$ cat config.mk
export PLATFORM = sky130hd
export DESIGN_NAME = alu_muldiv_unit
export DESIGN_NICKNAME = d
export VERILOG_FILES = /design/src/rtl/muldiv_pkg.sv /design/src/rtl/twos_negate.sv /design/src/rtl/alu_muldiv_unit.sv
export SDC_FILE = /design/constraint.sdc
export NUM_CORES = 1
export LEC_CHECK = 0
export CORE_MARGIN = 2
export CORE_UTILIZATION = 35
export DETAILED_ROUTE_END_ITERATION = 10
export PLACE_DENSITY = 0.64
export SYNTH_ARGS = -nofsm -noshare
export SYNTH_HDL_FRONTEND = slang
export SYNTH_HIERARCHICAL = 1
export SYNTH_SLANG_ARGS = --single-unit
export TNS_END_PERCENT = 20
$ cat constraint.sdc
create_clock -name clk -period 6.7 [get_ports clk]
set_input_delay 1.005 -clock clk [delete_from_list [all_inputs] [get_ports clk]]
set_output_delay 1.005 -clock clk [all_outputs]
set_load 0.02 [all_outputs]
$ cat src/rtl/muldiv_pkg.sv
// Shared definitions for the multi-cycle multiply/divide unit:
// operation codes, FSM state encoding and iteration-counter sizing.
package muldiv_pkg;

    localparam logic [1:0] MDOP_MULU = 2'b00;
    localparam logic [1:0] MDOP_MULS = 2'b01;
    localparam logic [1:0] MDOP_DIVU = 2'b10;
    localparam logic [1:0] MDOP_DIVS = 2'b11;

    typedef enum logic [1:0] {
        S_IDLE = 2'd0,
        S_RUN  = 2'd1,
        S_FIX  = 2'd2
    } state_t;

    // Bits needed to count WIDTH iterations (0 .. WIDTH-1), never less than one
    function automatic int cnt_width(input int w);
        if (w <= 2) begin
            return 1;
        end
        return $clog2(w);
    endfunction

endpackage

$ cat src/rtl/twos_negate.sv
// Conditional two's-complement negate: used both to take operand
// magnitudes and to restore the sign of the final result.
module twos_negate #(
    parameter int WIDTH = 16
) (
    input  logic             neg_i,
    input  logic [WIDTH-1:0] val_i,
    output logic [WIDTH-1:0] val_o
);

    assign val_o = neg_i ? (-val_i) : val_i;

endmodule

$ cat src/rtl/alu_muldiv_unit.sv
// Multi-cycle multiply/divide unit. Operands are reduced to magnitudes at
// start, WIDTH shift-add (MUL) or restoring shift-subtract (DIV) iterations
// run on a 2*WIDTH accumulator, and signs are re-applied in the FIX cycle.
module alu_muldiv_unit
    import muldiv_pkg::*;
#(
    parameter int WIDTH = 16
) (
    input  logic             clk,
    input  logic             rst_n,
    input  logic             start,
    input  logic             flush,
    input  logic [1:0]       mdop,
    input  logic [WIDTH-1:0] operand_a,
    input  logic [WIDTH-1:0] operand_b,
    output logic             busy,
    output logic             done,
    output logic [WIDTH-1:0] result_hi,
    output logic [WIDTH-1:0] result_lo,
    output logic             div_zero
);

    localparam int               CNT_W    = cnt_width(WIDTH);
    localparam logic [CNT_W-1:0] CNT_LAST = CNT_W'(WIDTH - 1);

    state_t               state_q, state_d;
    logic [CNT_W-1:0]     cnt_q;
    logic                 is_div_q;
    logic                 neg_a_q;
    logic                 neg_b_q;
    logic                 bzero_q;
    logic [WIDTH-1:0]     opnd_q;
    logic [WIDTH-1:0]     a_raw_q;
    logic [2*WIDTH-1:0]   acc_q;

    logic                 start_ok;
    logic                 in_signed;
    logic                 in_div;
    logic                 neg_a_in;
    logic                 neg_b_in;
    logic [WIDTH-1:0]     abs_a;
    logic [WIDTH-1:0]     abs_b;

    logic [WIDTH:0]       mul_sum;
    logic [WIDTH:0]       div_shift;
    logic [WIDTH-1:0]     div_diff;
    logic                 div_ge;
    logic [2*WIDTH-1:0]   acc_step;

    logic [2*WIDTH-1:0]   prod_fix;
    logic [WIDTH-1:0]     quo_fix;
    logic [WIDTH-1:0]     rem_fix;

    // A flush in the same cycle as start squashes the request
    assign start_ok  = (state_q == S_IDLE) && start && !flush;
    assign in_signed = (mdop == MDOP_MULS) || (mdop == MDOP_DIVS);
    assign in_div    = (mdop == MDOP_DIVU) || (mdop == MDOP_DIVS);
    assign neg_a_in  = in_signed && operand_a[WIDTH-1];
    assign neg_b_in  = in_signed && operand_b[WIDTH-1];

    twos_negate #(.WIDTH(WIDTH)) u_abs_a (
        .neg_i (neg_a_in),
        .val_i (operand_a),
        .val_o (abs_a)
    );

    twos_negate #(.WIDTH(WIDTH)) u_abs_b (
        .neg_i (neg_b_in),
        .val_i (operand_b),
        .val_o (abs_b)
    );

    // Product sign is the XOR of the operand signs
    twos_negate #(.WIDTH(2*WIDTH)) u_fix_prod (
        .neg_i (neg_a_q ^ neg_b_q),
        .val_i (acc_q),
        .val_o (prod_fix)
    );

    // Quotient truncates toward zero: negate when operand signs differ
    twos_negate #(.WIDTH(WIDTH)) u_fix_quo (
        .neg_i (neg_a_q ^ neg_b_q),
        .val_i (acc_q[WIDTH-1:0]),
        .val_o (quo_fix)
    );

    // Remainder follows the dividend's sign
    twos_negate #(.WIDTH(WIDTH)) u_fix_rem (
        .neg_i (neg_a_q),
        .val_i (acc_q[2*WIDTH-1:WIDTH]),
        .val_o (rem_fix)
    );

    // One iteration of shift-add multiply or restoring divide on the accumulator
    always_comb begin
        mul_sum   = {1'b0, acc_q[2*WIDTH-1:WIDTH]} + (acc_q[0] ? {1'b0, opnd_q} : '0);
        div_shift = acc_q[2*WIDTH-1:WIDTH-1];
        div_ge    = (div_shift >= {1'b0, opnd_q});
        // When div_ge holds the true difference is below the divisor, so W bits suffice
        div_diff  = div_shift[WIDTH-1:0] - opnd_q;
        if (is_div_q) begin
            acc_step = {(div_ge ? div_diff : div_shift[WIDTH-1:0]), acc_q[WIDTH-2:0], div_ge};
        end else begin
            acc_step = {mul_sum, acc_q[WIDTH-1:1]};
        end
    end

    // FSM state register
    always_ff @(posedge clk or negedge rst_n) begin
        if (!rst_n) begin
            state_q <= S_IDLE;
        end else begin
            state_q <= state_d;
        end
    end

    // FSM next-state logic: flush returns to IDLE from any busy state
    always_comb begin
        state_d = state_q;
        case (state_q)
            S_IDLE: begin
                if (start_ok) begin
                    state_d = S_RUN;
                end
            end
            S_RUN: begin
                if (flush) begin
                    state_d = S_IDLE;
                end else if (cnt_q == CNT_LAST) begin
                    state_d = S_FIX;
                end
            end
            S_FIX: begin
                state_d = S_IDLE;
            end
            default: begin
                state_d = S_IDLE;
            end
        endcase
    end

    // FSM outputs: busy covers RUN and FIX, dropping in the done cycle
    always_comb begin
        busy = (state_q != S_IDLE);
    end

    // Iteration counter, done pulse and result registers
    always_ff @(posedge clk or negedge rst_n) begin
        if (!rst_n) begin
            cnt_q     <= '0;
            done      <= 1'b0;
            result_hi <= '0;
            result_lo <= '0;
            div_zero  <= 1'b0;
        end else begin
            done <= 1'b0;
            if (start_ok) begin
                cnt_q <= '0;
            end else if (state_q == S_RUN) begin
                cnt_q <= cnt_q + CNT_W'(1);
            end
            if ((state_q == S_FIX) && !flush) begin
                done <= 1'b1;
                if (!is_div_q) begin
                    result_hi <= prod_fix[2*WIDTH-1:WIDTH];
                    result_lo <= prod_fix[WIDTH-1:0];
                    div_zero  <= 1'b0;
                end else if (bzero_q) begin
                    result_hi <= a_raw_q;
                    result_lo <= '1;
                    div_zero  <= 1'b1;
                end else begin
                    result_hi <= rem_fix;
                    result_lo <= quo_fix;
                    div_zero  <= 1'b0;
                end
            end
        end
    end

    // Operand capture at start, then one accumulator iteration per RUN cycle
    always_ff @(posedge clk) begin
        if (start_ok) begin
            is_div_q <= in_div;
            neg_a_q  <= neg_a_in;
            neg_b_q  <= neg_b_in;
            bzero_q  <= (operand_b == '0);
            a_raw_q  <= operand_a;
            if (in_div) begin
                opnd_q <= abs_b;
                acc_q  <= {{WIDTH{1'b0}}, abs_a};
            end else begin
                opnd_q <= abs_a;
                acc_q  <= {{WIDTH{1'b0}}, abs_b};
            end
        end else if (state_q == S_RUN) begin
            acc_q <= acc_step;
        end
    end

endmodule

==> impl_results.html <==
<table>
<tr><th>Metric</th><th>Value</th></tr>
<tr><th colspan="2">Finish</th></tr>
<tr><td>Post-synthesis to final-layout area growth</td><td>14.1%</td></tr>
<tr><td>Final core utilization</td><td>40.8%</td></tr>
<tr><td>Antenna diode instance count</td><td>0</td></tr>
<tr><td>Commonest non-fill, non-tap cells in the layout</td><td>xnor2_1, nand2_1, clkdlybuf4s50_1</td></tr>
<tr><td>Share of final-layout standard cells stronger than drive strength 1</td><td>10.4%</td></tr>
<tr><td>Area taken by multi-input logic gates</td><td>5580 µm²</td></tr>
<tr><td>Number of nets in the layout</td><td>1096</td></tr>
<tr><td>Fill cell count</td><td>2503</td></tr>
<tr><td>FF+latch area</td><td>3040 µm²</td></tr>
<tr><td>Most common cell after layout, fill and taps aside</td><td>xnor2_1</td></tr>
<tr><th colspan="2">Drt</th></tr>
<tr><td>Remaining routing DRC violations</td><td>0</td></tr>
<tr><td>Vias after detailed routing</td><td>7314</td></tr>
<tr><td>Remaining antenna violation count after routing</td><td>0</td></tr>
<tr><td>Routed via count divided by cell count</td><td>5.41</td></tr>
<tr><td>Wire length per cell after detailed routing</td><td>17.5 µm</td></tr>
<tr><td>DRT Wirelength</td><td>23700 µm</td></tr>
<tr><td>Drt first-iter violations</td><td>797</td></tr>
<tr><td>Iteration count of the initial detailed-routing pass</td><td>5</td></tr>
<tr><th colspan="2">Critical path</th></tr>
<tr><td>Delay of the slowest critical-path stage</td><td>0.74 ns</td></tr>
<tr><td>Worst-path cell with the longest stage delay</td><td>edfxtp_1</td></tr>
<tr><td>Worst setup path category</td><td>register to register</td></tr>
<tr><td>Arrival time at the worst endpoint</td><td>3.43 ns</td></tr>
<tr><td>Largest fanout of any net on the critical path</td><td>24</td></tr>
<tr><td>Worst Path Required</td><td>6.80 ns</td></tr>
<tr><td>Endpoint class of the critical path</td><td>register</td></tr>
<tr><td>Sequence of cells on the critical path</td><td>and2_1 &gt; ha_1 &gt; fa_1 &gt; a21oi_1 &gt; o211ai_1 &gt; a31oi_1 &gt; a21oi_1 &gt; o21ai_1 &gt; nand2b_1 &gt; xnor2_1 &gt; o32ai_1</td></tr>
<tr><td>Cell repeated most along the worst path</td><td>a21oi_1</td></tr>
<tr><td>Startpoint types</td><td>register</td></tr>
<tr><th colspan="2">Run</th></tr>
<tr><td>Number of maximum-capacitance violations</td><td>0</td></tr>
<tr><th colspan="2">Global route</th></tr>
<tr><td>Initial antenna violation count</td><td>0</td></tr>
<tr><td>GRT Resource Usage Total</td><td>17.8%</td></tr>
<tr><td>Global-route wire length before repair</td><td>37600 µm</td></tr>
<tr><td>Remaining global-route overflow</td><td>0</td></tr>
<tr><td>Maximum number of pins on one net before global-route repair</td><td>69</td></tr>
<tr><td>Via count of the first global-routing pass</td><td>6786</td></tr>
<tr><th colspan="2">Place</th></tr>
<tr><td>Buffers on Ports</td><td>72</td></tr>
<tr><td>Half-perimeter wire length after detailed placement</td><td>18100 µm</td></tr>
<tr><td>Final weighted congestion of routability-driven global placement</td><td>0.879</td></tr>
<tr><th colspan="2">STA</th></tr>
<tr><td>Maximum clock skew at final layout</td><td>0.0137 ns</td></tr>
<tr><td>Final Cycle Share</td><td>49.6%</td></tr>
<tr><td>Final hold vios</td><td>0</td></tr>
<tr><td>Max-slew violation count</td><td>0</td></tr>
<tr><td>Final setup vio count</td><td>0</td></tr>
<tr><td>Actual transition at the worst max-transition pin</td><td>0.955 ns</td></tr>
<tr><td>Hold_ws</td><td>0.478 ns</td></tr>
<tr><td>Setup repair after global routing missed its margin</td><td>false</td></tr>
<tr><td>Final critical delay including setup and external delays</td><td>3.32 ns</td></tr>
<tr><td>Worst slew margin relative to its limit</td><td>35.4%</td></tr>
<tr><td>Setup tns final</td><td>0 ns</td></tr>
<tr><td>Peak Freq</td><td>301 MHz</td></tr>
<tr><th colspan="2">Clock tree</th></tr>
<tr><td>H-tree levels</td><td>3</td></tr>
<tr><td>Clock Path Buffers</td><td>2</td></tr>
<tr><td>Number of clock buffers inserted by TritonCTS</td><td>9</td></tr>
<tr><td>Setup bufs post-CTS</td><td>0</td></tr>
<tr><td>CTS tree</td><td>done</td></tr>
<tr><td>Clock Root Buffer</td><td>clkbuf_16</td></tr>
<tr><td>Insertion delay of the later-clocked pin in the worst-skew pair</td><td>0.37 ns</td></tr>
<tr><td>Hold bufs inserted after CTS</td><td>0</td></tr>
<tr><td>Clock transition time at the flip-flop clock pins of the worst setup and hold paths</td><td>0.08 ns</td></tr>
<tr><td>Resize count post-CTS</td><td>0</td></tr>
<tr><td>Number of sinks on the clock net</td><td>108</td></tr>
<tr><th colspan="2">Synthesis</th></tr>
<tr><td>Flip-flop and latch count after synthesis</td><td>108</td></tr>
<tr><td>Nets in the synthesized netlist</td><td>1058</td></tr>
<tr><td>Summed instance area of the synthesized netlist</td><td>9020 µm²</td></tr>
<tr><td>Main flop type after synthesis</td><td>edfxtp_1</td></tr>
<tr><td>Warnings from Yosys</td><td>6</td></tr>
<tr><td>Number of distinct library cells after synthesis</td><td>71</td></tr>
<tr><td>Leading post-synthesis cells by cell area</td><td>edfxtp_1, dfrtp_1, xnor2_1</td></tr>
<tr><td>Sequential fraction of the synthesis area</td><td>33.7%</td></tr>
<tr><td>Cell accounting for the most synthesized area</td><td>edfxtp_1</td></tr>
<tr><td>Gate Count Post-Synth</td><td>980</td></tr>
<tr><td>Post-synth EDFFs</td><td>68</td></tr>
<tr><td>Area share of the largest cell type after synthesis</td><td>22.6%</td></tr>
<tr><td>Average footprint of a synthesized cell</td><td>9.21 µm²</td></tr>
<tr><td>Fraction of synthesis flops using an asynchronous set or reset pin</td><td>37.0%</td></tr>
<tr><th colspan="2">Pwr</th></tr>
<tr><td>Lkg Pwr</td><td>3.93 nW</td></tr>
<tr><td>Internal power of the cells</td><td>1.70 mW</td></tr>
<tr><td>Fraction of power consumed by sequential logic</td><td>36.4%</td></tr>
<tr><td>Clock network fraction of design power</td><td>19.4%</td></tr>
<tr><td>Power per Cell Area</td><td>278 nW/µm²</td></tr>
<tr><td>VDD IR max</td><td>0.138 mV</td></tr>
<tr><td>Fraction of power spent switching nets</td><td>40.6%</td></tr>
<tr><td>Relative contribution of combinational cells to total power</td><td>44.2%</td></tr>
<tr><td>Total net switching power</td><td>1.16 mW</td></tr>
<tr><th colspan="2">Floorplan</th></tr>
<tr><td>Num rows</td><td>58</td></tr>
<tr><td>Number of primary I/O pins</td><td>73</td></tr>
<tr><td>Standard cell core area</td><td>25300 µm²</td></tr>
<tr><td>Die width</td><td>165 µm</td></tr>
<tr><td>Overall die height</td><td>165 µm</td></tr>
<tr><td>Area enclosed by the die boundary</td><td>27100 µm²</td></tr>
<tr><td>Initial Util</td><td>35.7%</td></tr>
<tr><th colspan="2">Status</th></tr>
<tr><td>Status</td><td>complete, no violations</td></tr>
<tr><th colspan="2">Hold path</th></tr>
<tr><td>Worst Hold Class</td><td>register to register</td></tr>
</table>
-- cell usage after synthesis, drive strengths merged, types with 2 or more instances --
master / instances
a211oi: 19
a21o: 5
a21oi: 79
a31oi: 5
and2: 18
and3: 5
buf: 21
clkbuf: 33
dfrtp: 40
edfxtp: 68
fa: 2
ha: 38
inv: 45
mux2: 16
mux2i: 43
nand2: 91
nand2b: 21
nand3: 8
nand3b: 7
nand4: 4
nand4b: 3
nor2: 56
nor2b: 21
nor3: 12
nor3b: 3
nor4: 20
o2111ai: 2
o211ai: 6
o21a: 14
o21ai: 81
o21bai: 2
o22ai: 19
o31a: 4
o31ai: 18
o41ai: 15
or2: 2
or3: 7
or4: 4
xnor2: 92
xor2: 18
-- per-stage QoR --
| stage | setup WS (ns) | cell area, µm² | instances | power (mW) |
|---|---|---|---|---|
| 3_3_place_gp | 3.28 | 9990 | 1337 | 2.28 |
| 3_5_place_dp | 3.19 | 9990 | 1337 | 2.30 |
| 6_report | 3.38 | 10300 | 1353 | 2.86 |
| 4_1_cts | 3.47 | 10300 | 1353 | 2.85 |
| 5_1_grt | 3.21 | 10300 | 1353 | 3.04 |
| 2_1_floorplan | 3.36 | 9020 | 980 | 1.94 |
-- critical path: cells and delay by family (launching register included) --
family	cells	cell delay [ns]
AO/OA/AOI/OAI	6	1.12
flip-flops	1	0.74
adder cells (fa/ha/maj)	2	0.63
AND/OR/NAND/NOR	2	0.39
XOR/XNOR	1	0.16
-- state kept, by name, summed over array words and instances, names as in the netlist, 2 cells and up --
register,flops
a_raw_q,16
acc_q,32
opnd_q,16
cnt_q,4
result_hi,16
state_q,2
result_lo,16
-- final cells by class --
cell class	count	area share, %
Multi-Input combinational cell	773	54.2
Sequential cell	108	29.6
Timing Repair Buffer	81	7.61
Tap cell	330	4.01
Clock buffer	9	2.19
Inverter	45	1.64
Clock inverter	7	0.778
-- power by group through the flow --
stage | sequential [mW] | combinational [mW] | clock, mW
3_5_place_dp | 1.05 | 1.24 | 0
4_1_cts | 1.04 | 1.25 | 0.563
3_3_place_gp | 1.05 | 1.23 | 0
2_1_floorplan | 0.984 | 0.961 | 0
6_report | 1.04 | 1.26 | 0.556
5_1_grt | 1.06 | 1.40 | 0.588
-- kinds of logic (layout without fill, tap and decap cells) --
logic type      count (synthesis)  after routing  share of synthesized area, %
mux                            59             59                          6.77
xor+xnor                      110            110                          10.7
buf+inv                        99            142                          4.67
flops                         108            108                          33.7
compound gates                276            276                          21.1
fa+ha+maj                      40             40                          5.71
simple gates                  288            288                          17.4
-- worst paths after layout --
| kind | startpoint | slack, ns | to | cells past startpoint |
|---|---|---|---|---|
| setup / recovery | acc_q[0] | 3.38 | acc_q[29] | 11 |
| hold / removal | result_hi[3] | 0.48 | result_hi[3] | 2 |
| setup reg to reg | acc_q[0] | 3.38 | acc_q[29] | 11 |
| hold reg to reg | result_hi[3] | 0.48 | result_hi[3] | 2 |
| max in group asynchronous | rst_n | 5.35 | done | 1 |
| min in group asynchronous | rst_n | 0.78 | result_lo[10] | 1 |
-- per-layer routing --
layer / vias up / routed length (µm) / track usage [%]
li1: 3628 / - / -
met1: 3433 / 11900 / 27.5
met2: 227 / 9980 / 26.0
met3: 26 / 1400 / 2.44
met4: 0 / 397 / 4.47
met5: - / 0 / 0
Note: power is estimated with default switching activity, not from simulation.
